===== config.mk =====
export PLATFORM = sky130hd
export DESIGN_NAME = perceptron_layer_flat
export DESIGN_NICKNAME = d
export VERILOG_FILES = /design/src/rtl/perceptron_layer_if.sv /design/src/rtl/perceptron_layer.sv /design/src/flat_wrapper.sv
export SDC_FILE = /design/constraint.sdc
export NUM_CORES = 2
export LEC_CHECK = 0
export ABC_AREA = 0
export CORE_AREA = 3 3 274 276
export DETAILED_ROUTE_END_ITERATION = 10
export DIE_AREA = 0 0 277 279
export PLACE_DENSITY = 0.75
export SETUP_SLACK_MARGIN = 0.1
export SLEW_MARGIN = 40
export SYNTH_ARGS = -nofsm -noshare
export SYNTH_HDL_FRONTEND = slang
export SYNTH_SLANG_ARGS = --single-unit

===== constraint.sdc =====
create_clock -name clk -period 15.8 [get_ports clk]
set_input_delay 2.37 -clock clk [delete_from_list [all_inputs] [get_ports clk]]
set_output_delay 2.37 -clock clk [all_outputs]
set_load 0.01 [all_outputs]

===== src/rtl/perceptron_layer_if.sv =====
// perceptron_layer_if: control, weight-write and result signals of perceptron_layer.
// The w_addr width grows when PERCEPTRON_BIAS_EN adds the bias registers.
interface perceptron_layer_if #(
    parameter int N_INPUTS  = 9,
    parameter int N_NEURONS = 2,
    parameter int DATA_W    = 16,
    parameter int WEIGHT_W  = 16,
    parameter int ACC_W     = DATA_W + WEIGHT_W + $clog2(N_INPUTS) + 1,
`ifdef PERCEPTRON_BIAS_EN
    parameter int AW        = $clog2(N_NEURONS * (N_INPUTS + 1))
`else
    parameter int AW        = $clog2(N_NEURONS * N_INPUTS)
`endif
);
    logic                          start;
    logic [N_INPUTS*DATA_W-1:0]    in_flat;
    logic                          w_we;
    logic [AW-1:0]                 w_addr;
    logic [WEIGHT_W-1:0]           w_data;
    logic                          busy;
    logic                          done;
    logic [N_NEURONS*ACC_W-1:0]    acc_flat;
    logic [N_NEURONS-1:0]          class_out;

    modport master (
        output start, in_flat, w_we, w_addr, w_data,
        input  busy, done, acc_flat, class_out
    );

    modport slave (
        input  start, in_flat, w_we, w_addr, w_data,
        output busy, done, acc_flat, class_out
    );
endinterface


===== src/rtl/perceptron_layer.sv =====
// perceptron_layer: one-MAC-per-cycle layer of step-activated perceptrons.
// Define PERCEPTRON_BIAS_EN to add per-neuron bias registers addressed after the weights.
module perceptron_layer #(
    parameter int N_INPUTS  = 9,
    parameter int N_NEURONS = 2,
    parameter int DATA_W    = 16,
    parameter int WEIGHT_W  = 16,
    parameter int ACC_W     = DATA_W + WEIGHT_W + $clog2(N_INPUTS) + 1
) (
    input logic               clk,
    input logic               rst_n,
    perceptron_layer_if.slave bus
);
    localparam int NW = N_NEURONS * N_INPUTS;
`ifdef PERCEPTRON_BIAS_EN
    localparam int NA = N_NEURONS * (N_INPUTS + 1);
`else
    localparam int NA = NW;
`endif
    localparam int AW = $clog2(NA);
    localparam int PW = DATA_W + WEIGHT_W;
    localparam int IW = $clog2(N_INPUTS);
    localparam int JW = N_NEURONS > 1 ? $clog2(N_NEURONS) : 1;
    localparam logic [IW-1:0] I_LAST = IW'(N_INPUTS - 1);
    localparam logic [JW-1:0] J_LAST = JW'(N_NEURONS - 1);
    localparam logic [AW:0]   NW_A   = (AW+1)'(NW);

    typedef enum logic [1:0] {IDLE = 2'd0, MAC = 2'd1, DONE = 2'd2} state_t;

    state_t                     state_q, state_d;
    logic [IW-1:0]              i_q, i_d;
    logic [JW-1:0]              j_q, j_d;
    logic signed [ACC_W-1:0]    acc_q, acc_d;
    logic signed [DATA_W-1:0]   snap_q [N_INPUTS];
    logic signed [DATA_W-1:0]   snap_d [N_INPUTS];
    logic signed [WEIGHT_W-1:0] weight_q [NW];
    logic signed [WEIGHT_W-1:0] weight_d [NW];
    logic signed [ACC_W-1:0]    res_q [N_NEURONS];
    logic signed [ACC_W-1:0]    res_d [N_NEURONS];
    logic [N_NEURONS-1:0]       cls_q, cls_d;
    logic [AW-1:0]              widx;
    logic signed [PW-1:0]       prod;
    logic signed [ACC_W-1:0]    sum, acc_init;

    always_comb begin
        weight_d = weight_q;
        if (state_q == IDLE && bus.w_we && {1'b0, bus.w_addr} < NW_A)
            weight_d[bus.w_addr] = bus.w_data;
    end

`ifdef PERCEPTRON_BIAS_EN
    localparam logic [AW:0] NA_A = (AW+1)'(NA);
    logic signed [WEIGHT_W-1:0] bias_q [N_NEURONS];
    logic signed [WEIGHT_W-1:0] bias_d [N_NEURONS];
    logic [AW-1:0]              baddr;
    logic [JW-1:0]              jn;

    function automatic logic signed [ACC_W-1:0] sext_w(input logic signed [WEIGHT_W-1:0] v);
        return ACC_W'(v);
    endfunction

    assign baddr = bus.w_addr - AW'(NW);
    assign jn    = j_q + 1'b1;

    always_comb begin
        bias_d = bias_q;
        if (state_q == IDLE && bus.w_we && {1'b0, bus.w_addr} >= NW_A && {1'b0, bus.w_addr} < NA_A)
            bias_d[baddr] = bus.w_data;
    end

    // bias_d lets a bias written alongside start seed the very first neuron
    assign acc_init = state_q == IDLE ? sext_w(bias_d[0]) :
                      (j_q == J_LAST ? '0 : sext_w(bias_q[jn]));

    always_ff @(posedge clk or negedge rst_n)
        if (!rst_n) for (int k = 0; k < N_NEURONS; k++) bias_q[k] <= '0;
        else bias_q <= bias_d;
`else
    assign acc_init = '0;
`endif

    assign widx = AW'(int'(j_q) * N_INPUTS + int'(i_q));
    assign prod = PW'(snap_q[i_q]) * PW'(weight_q[widx]);
    assign sum  = acc_q + ACC_W'(prod);

    always_comb begin
        state_d = state_q;
        i_d     = i_q;
        j_d     = j_q;
        acc_d   = acc_q;
        snap_d  = snap_q;
        res_d   = res_q;
        cls_d   = cls_q;
        case (state_q)
            IDLE: if (bus.start) begin
                for (int k = 0; k < N_INPUTS; k++) snap_d[k] = bus.in_flat[k*DATA_W +: DATA_W];
                acc_d   = acc_init;
                i_d     = '0;
                j_d     = '0;
                state_d = MAC;
            end
            MAC: if (i_q == I_LAST) begin
                res_d[j_q] = sum;
                cls_d[j_q] = sum > 0;
                acc_d      = acc_init;
                i_d        = '0;
                j_d        = j_q + 1'b1;
                state_d    = j_q == J_LAST ? DONE : MAC;
            end else begin
                acc_d = sum;
                i_d   = i_q + 1'b1;
            end
            DONE:    state_d = IDLE;
            default: state_d = IDLE;
        endcase
    end

    always_ff @(posedge clk or negedge rst_n)
        if (!rst_n) begin
            state_q <= IDLE;
            i_q     <= '0;
            j_q     <= '0;
            acc_q   <= '0;
            cls_q   <= '0;
            for (int k = 0; k < N_INPUTS; k++) snap_q[k] <= '0;
            for (int k = 0; k < NW; k++) weight_q[k] <= '0;
            for (int k = 0; k < N_NEURONS; k++) res_q[k] <= '0;
        end else begin
            state_q  <= state_d;
            i_q      <= i_d;
            j_q      <= j_d;
            acc_q    <= acc_d;
            cls_q    <= cls_d;
            snap_q   <= snap_d;
            weight_q <= weight_d;
            res_q    <= res_d;
        end

    assign bus.busy      = state_q != IDLE;
    assign bus.done      = state_q == DONE;
    assign bus.class_out = cls_q;
    for (genvar g = 0; g < N_NEURONS; g++) begin : g_out
        assign bus.acc_flat[g*ACC_W +: ACC_W] = res_q[g];
    end
endmodule


===== src/flat_wrapper.sv =====
// flat-port wrapper written by rule: the top's interface ports become plain ports
module perceptron_layer_flat 
#(
    parameter int N_INPUTS  = 9,
    parameter int N_NEURONS = 2,
    parameter int DATA_W    = 16,
    parameter int WEIGHT_W  = 16,
    parameter int ACC_W     = DATA_W + WEIGHT_W + $clog2(N_INPUTS) + 1
)
  (clk, rst_n, bus_start, bus_in_flat, bus_w_we, bus_w_addr, bus_w_data, bus_busy, bus_done, bus_acc_flat, bus_class_out);
  perceptron_layer_if #(.N_INPUTS(N_INPUTS), .N_NEURONS(N_NEURONS), .DATA_W(DATA_W), .WEIGHT_W(WEIGHT_W), .ACC_W(ACC_W)) bus_i ();
  input logic clk;
  input logic rst_n;
  input wire logic [$bits(bus_i.start)-1:0] bus_start;
  input wire logic [$bits(bus_i.in_flat)-1:0] bus_in_flat;
  input wire logic [$bits(bus_i.w_we)-1:0] bus_w_we;
  input wire logic [$bits(bus_i.w_addr)-1:0] bus_w_addr;
  input wire logic [$bits(bus_i.w_data)-1:0] bus_w_data;
  output wire logic [$bits(bus_i.busy)-1:0] bus_busy;
  output wire logic [$bits(bus_i.done)-1:0] bus_done;
  output wire logic [$bits(bus_i.acc_flat)-1:0] bus_acc_flat;
  output wire logic [$bits(bus_i.class_out)-1:0] bus_class_out;
  assign bus_i.start = bus_start;
  assign bus_i.in_flat = bus_in_flat;
  assign bus_i.w_we = bus_w_we;
  assign bus_i.w_addr = bus_w_addr;
  assign bus_i.w_data = bus_w_data;
  assign bus_busy = bus_i.busy;
  assign bus_done = bus_i.done;
  assign bus_acc_flat = bus_i.acc_flat;
  assign bus_class_out = bus_i.class_out;
  perceptron_layer #(.N_INPUTS(N_INPUTS), .N_NEURONS(N_NEURONS), .DATA_W(DATA_W), .WEIGHT_W(WEIGHT_W), .ACC_W(ACC_W)) u_core (.clk(clk), .rst_n(rst_n), .bus(bus_i));
endmodule

Yosys cells after proc, flatten, opt, wreduce, memory -nomap -nowiden
Index checks and enable logic that the tools add are counted.
{"block": "word_totals", "wordCells": 100, "output_inout_bits": 78, "regBits": 552, "inputBits": 169}
{"block": "classes", "n_mux": 28, "n_reduce_logical": 13, "bitwise": 4, "multipliers": 2, "n_eq_ne": 5, "n_addsub": 4, "n_lt_le_gt_ge": 10}
{"op": "$bwmux W288", "count": 1}
{"op": "$mux W37", "count": 3}
{"op": "$bmux W16 S5", "count": 1}
{"op": "$demux W16 S5", "count": 1}
{"op": "$mux W16", "count": 5}
{"op": "$bwmux W74", "count": 1}
{"op": "$pmux W37 S2", "count": 1}
{"op": "$bmux W16 S4", "count": 1}
{"op": "$add A37 B32 Y37", "count": 1}
{"op": "$demux W37 S1", "count": 1}
{"op": "$gt A37 B1 Y1 const B", "count": 1}
{"op": "$mul A16 B16 Y32", "count": 1}
{"op": "$ge A6 B6 Y1 const B", "count": 2}
{"op": "$not A5 Y6", "count": 2}
{"op": "$mux W4", "count": 2}
{"op": "$pmux W4 S2", "count": 1}
{"op": "$reduce_and A2 Y1", "count": 4}
{"op": "$lt A6 B1 Y1 const B", "count": 1}
{"op": "$mux W2", "count": 3}
{"op": "$add A5 B5 Y5", "count": 1}
{"op": "$ge A5 B5 Y1 const B", "count": 1}
{"op": "$logic_and A1 B1 Y1", "count": 5}
{"op": "$lt A5 B5 Y1 const B", "count": 1}
{"op": "$mul A1 B4 Y5 const B", "count": 1}
{"op": "other kinds (21)", "count": 24}

Depth between registers and ports, before layout
{"block": "logic_depth", "depth_word": 10, "mapped_depth": 34, "ltp_nobuf": 31}

Worst setup path before layout
Ideal clock, no wire load.
{"block": "synth_path", "kind": "flip-flop to flip-flop", "from": "register u_core.j_q", "to": "register u_core.cls_q[1], in the netlist u_core.bus.class_out[1]", "required_ns": 15.666, "t_arrival_ns": 8.557, "path_stages_with_launch": 32, "synth_period_minus_slack_ns": 8.691, "path_slack_ns": 7.109, "path_cell_list": "dfrtp_1 > ha_1 > buf_2 > buf_2 > buf_2 > buf_2 > buf_2 > mux2_2 > a32oi_1 > clkbuf_1 > nor2_1 > fa_1 > inv_1 > fa_1 > fa_1 > fa_1 > inv_1 > fa_1 > inv_1 > fa_1 > inv_1 > ha_1 > buf_2 > nand4_4 > a2111oi_4 > o31ai_2 > a31oi_1 > xnor2_1 > nand2_1 > or4_1 > nor4_2 > o31ai_1"}
{"block": "synth_via", "elab_chain_cells": 10, "elab_cells_between_ends": 15, "cone_classes": "2 x add/sub; 2 x mul; 3 x order compare; 6 x mux; 1 x bitwise; 1 x reduce/logical"}
{"element": "from (decl)", "line_no": "perceptron_layer.sv:32", "rtl": "logic [JW-1:0] j_q, j_d;"}
{"element": "from (signal assigned)", "line_no": "perceptron_layer.sv:131", "rtl": "j_q <= j_d;"}
{"element": "$mul A1 B4 Y5", "line_no": "perceptron_layer.sv:82", "rtl": "assign widx = AW'(int'(j_q) * N_INPUTS + int'(i_q));"}
{"element": "$add A5 B5 Y5", "line_no": "perceptron_layer.sv:82"}
{"element": "$not A5 Y6 (implied by the code)", "line_no": "perceptron_layer.sv:83", "rtl": "assign prod = PW'(snap_q[i_q]) * PW'(weight_q[widx]);"}
{"element": "$bmux W16 S5", "line_no": "perceptron_layer.sv:83"}
{"element": "$mux W16 (implied by the code) (2 in a row)", "line_no": "perceptron_layer.sv:83"}
{"element": "$mul A16 B16 Y32", "line_no": "perceptron_layer.sv:83"}
{"element": "$add A37 B32 Y37", "line_no": "perceptron_layer.sv:84", "rtl": "assign sum = acc_q + ACC_W'(prod);"}
{"element": "$gt A37 B1 Y1", "line_no": "perceptron_layer.sv:104", "rtl": "cls_d[j_q] = sum > 0;"}
{"element": "$bwmux W2 *", "line_no": "perceptron_layer.sv:104"}
{"element": "to (signal assigned)", "line_no": "perceptron_layer.sv:133", "rtl": "cls_q <= cls_d;"}
{"element": "to (decl)", "line_no": "perceptron_layer.sv:40", "rtl": "logic [N_NEURONS-1:0] cls_q, cls_d;"}
Every way passes the cells marked *; elsewhere a longest branch is shown, timed or not. The select of a mux whose other input is x is not followed.
A chain may end at the register's enable or synchronous reset.

Worst setup path after layout
Ends and elaborated chain as after synthesis.

==> flow_metrics.tcl <==
set metrics [dict create \
    outcome "finished, final reports clean" \
    clock_latency_ns 0.65 \
    cts_buffers 59 \
    ys_ff_latch 552 \
    antenna_found_initial 11 \
    ys.warnings.count 0 \
    synthTopCellsByArea "dfrtp_1 38%, fa_1 18%, mux2_2 14%, mux4_2 6.0%, inv_1 4.1%" \
    synth_top_area_frac 0.3807 \
    ant_nets 0 \
    start_kind "register" \
    drt_iter0_markers 1738 \
    cts_setup_buffers 0 \
    synth_cells 3078 \
    num_vias 24290 \
    startpoint "u_core.j_q" \
    finalCritPeriodShare 0.6251 \
    cp_common_cell "fa_1" \
    path_clk_slew_ns 0.07 \
    final.min_clock_period_ns 9.876 \
    grt-ovfl-total 0 \
    hold_viol_final 0 \
    synth_top_cell_by_area "dfrtp_1" \
    end_kind "register" \
    drc 0 \
    synthArstFlopShare 1.000 \
    seq_area_frac_synth 0.3807 \
    rsz0062_at_grt "false" \
    drive_above_1_share 0.2283 \
    die_w_um 277 \
    clock_path_buffers 3 \
    grt_max_degree 94 \
    hp-start "u_core.bus.acc_flat[28]" \
    synth_cell_type_count 80 \
    hold_buffers 0 \
    cp_max_fo 38 \
    slowest_stage "fa_1" \
    boundaryPins 247 \
    multi_input_comb_area_sq_mm 0.02048 \
    cp.required_ns 16.27 \
    die_area_sq_mm 0.07728 \
    firstDrtPassIters 6 \
    syn_area_per_cell_sq_um 11.79 \
    ff_latch_area_sq_mm 0.01382 \
    initial_core_util 0.4982 \
    hp-class "register to register" \
    crit_buf_inv 6 \
    max_freq_ghz 0.1013 \
    slew_headroom 0.3952 \
    finalSetupTns_ns 0 \
    htreeDepth 2 \
    dp_hpwl_um 67720 \
    die_y_um 279 \
    drv_slew 0 \
    synthFlopType "dfrtp_1" \
    synth_nets 3679 \
    core_area_sq_mm 0.07283 \
    timing.rr.start "u_core.j_q" \
    layout_commonest_cell "dfrtp_1" \
    netlist_area_sq_mm 0.03629 \
    port_buffers 246 \
    grt_pass1_vias 26170 \
    synth_edf_count 0 \
    setup_viol 0 \
    whs_ns 0.4785 \
    syn_to_final_growth_pct 16.26 \
    viasPerCell 5.653 \
    fill_cells 5930 \
    maxCapViolCount 0 \
    fin_nets 3886 \
    cts.sinks 552 \
    layout_common_cells "550 x dfrtp_1, 455 x mux2_2, 398 x inv_1" \
    grt_usage 0.2452 \
    grt_pass1_wl_um 148700 \
    crit_type "register to register" \
    cts_tree "built" \
    cp.arrival_ns 10.35 \
    cp_top_family "adder cells" \
    avgRoutedWirePerCell_um 21.73 \
    gp_congestion 0.9352 \
    rows 99 \
    fin_skew_ns 0.03699 \
    routed_wl_um 93330 \
    max_slew.worst_pin.slew_ns 0.9012 \
    root_buffer "clkbuf_16" \
    critPathMaxStageDelay_ns 0.66 \
    postLayoutCoreUtil 0.5792 \
    cts.repair.resized 0 \
]
==> routing by layer <==
metal | part of all wire | vias to the layer above | track usage
li1 | - | 10660 | -
met1 | 0.41 | 12470 | 0.3253
met2 | 0.46 | 963 | 0.3932
met3 | 0.093 | 172 | 0.07074
met4 | 0.032 | 12 | 0.07651
met5 | 0.00091 | - | 0
==> layout make-up <==
| cell class | count | share of cell area |
|---|---|---|
| flip-flops and latches | 552 | 0.3275 |
| diodes | 3 | 0.0001779 |
| repair buffers | 302 | 0.07192 |
| multi-input cells | 1970 | 0.4854 |
| clock buffers | 86 | 0.04048 |
| clock inverters | 24 | 0.01053 |
| inverters | 400 | 0.03559 |
| well taps | 959 | 0.02844 |
==> worst min-delay path: stages, from the launching register on <==
cell and delay, ns:
dfrtp_1 0.34, nand2_1 0.05, nand2_1 0.05
==> synthesized netlist by cell type (all sizes together), types with 5 or more instances <==
library cell / count
xor2: 14
mux2: 455
and2: 7
a32oi: 11
mux2i: 44
a31oi: 6
o31ai: 5
or2: 9
a21oi: 43
and3: 8
a22o: 13
o22ai: 7
a211oi: 11
mux4: 96
nor2b: 6
inv: 400
nor3: 14
nand3: 19
nand4: 9
a21o: 18
nor2: 191
fa: 318
or3: 6
o211ai: 6
clkbuf: 109
nand2: 326
dfrtp: 552
o21ai: 117
o21a: 14
ha: 114
buf: 47
nand2b: 12
xnor2: 19
nor4: 5
a2111oi: 5
==> state kept, by name (all words and copies together) (netlist names) <==
signal                cells
u_core.bus.class_out      2
u_core.state_q            2
u_core.i_q                4
u_core.bus.acc_flat      74
u_core.snap_q           144
u_core.acc_q             37
u_core.j_q                1
u_core.weight_q         288
==> per-stage QoR <==
stage                     cells  setup WS [ns]  area [sq um]
after floorplan            3078          7.109         36290
after global placement     4173          5.670         39770
after detailed placement   4183          5.743         40020
after CTS                  4293          5.717         42170
after global routing       4295          5.410         42190
final                      4296          5.924         42190
==> logic make-up (layout without fill, tap and decap cells) <==
| group | Yosys count | in the layout | synth area share |
|---|---|---|---|
| muxes | 595 | 595 | 0.2129 |
| DFF | 552 | 552 | 0.3807 |
| xor gates and xnor gates | 33 | 33 | 0.008379 |
| AOI/OAI and AO/OA | 282 | 282 | 0.05089 |
| adders and majority gates | 432 | 432 | 0.2147 |
| and+or+nand+nor | 628 | 628 | 0.07368 |
| buffers and inverters | 556 | 812 | 0.05872 |
| other | 0 | 3 | 0 |
==> final timing paths <==
check | end | slack, ns | cells after the start
max | u_core.bus.class_out[1] | 5.92 | 29
max in group asynchronous | u_core.weight_q[145] | 11.79 | 4
max reg2reg | u_core.bus.class_out[1] | 5.92 | 29
min | u_core.bus.acc_flat[28] | 0.48 | 2
min reg2reg | u_core.bus.acc_flat[28] | 0.48 | 2
min in group asynchronous | u_core.snap_q[128] | 1.63 | 1
Power is not shown: default switching activity piles up to over one toggle a cycle in this logic, so the estimate is an artifact.
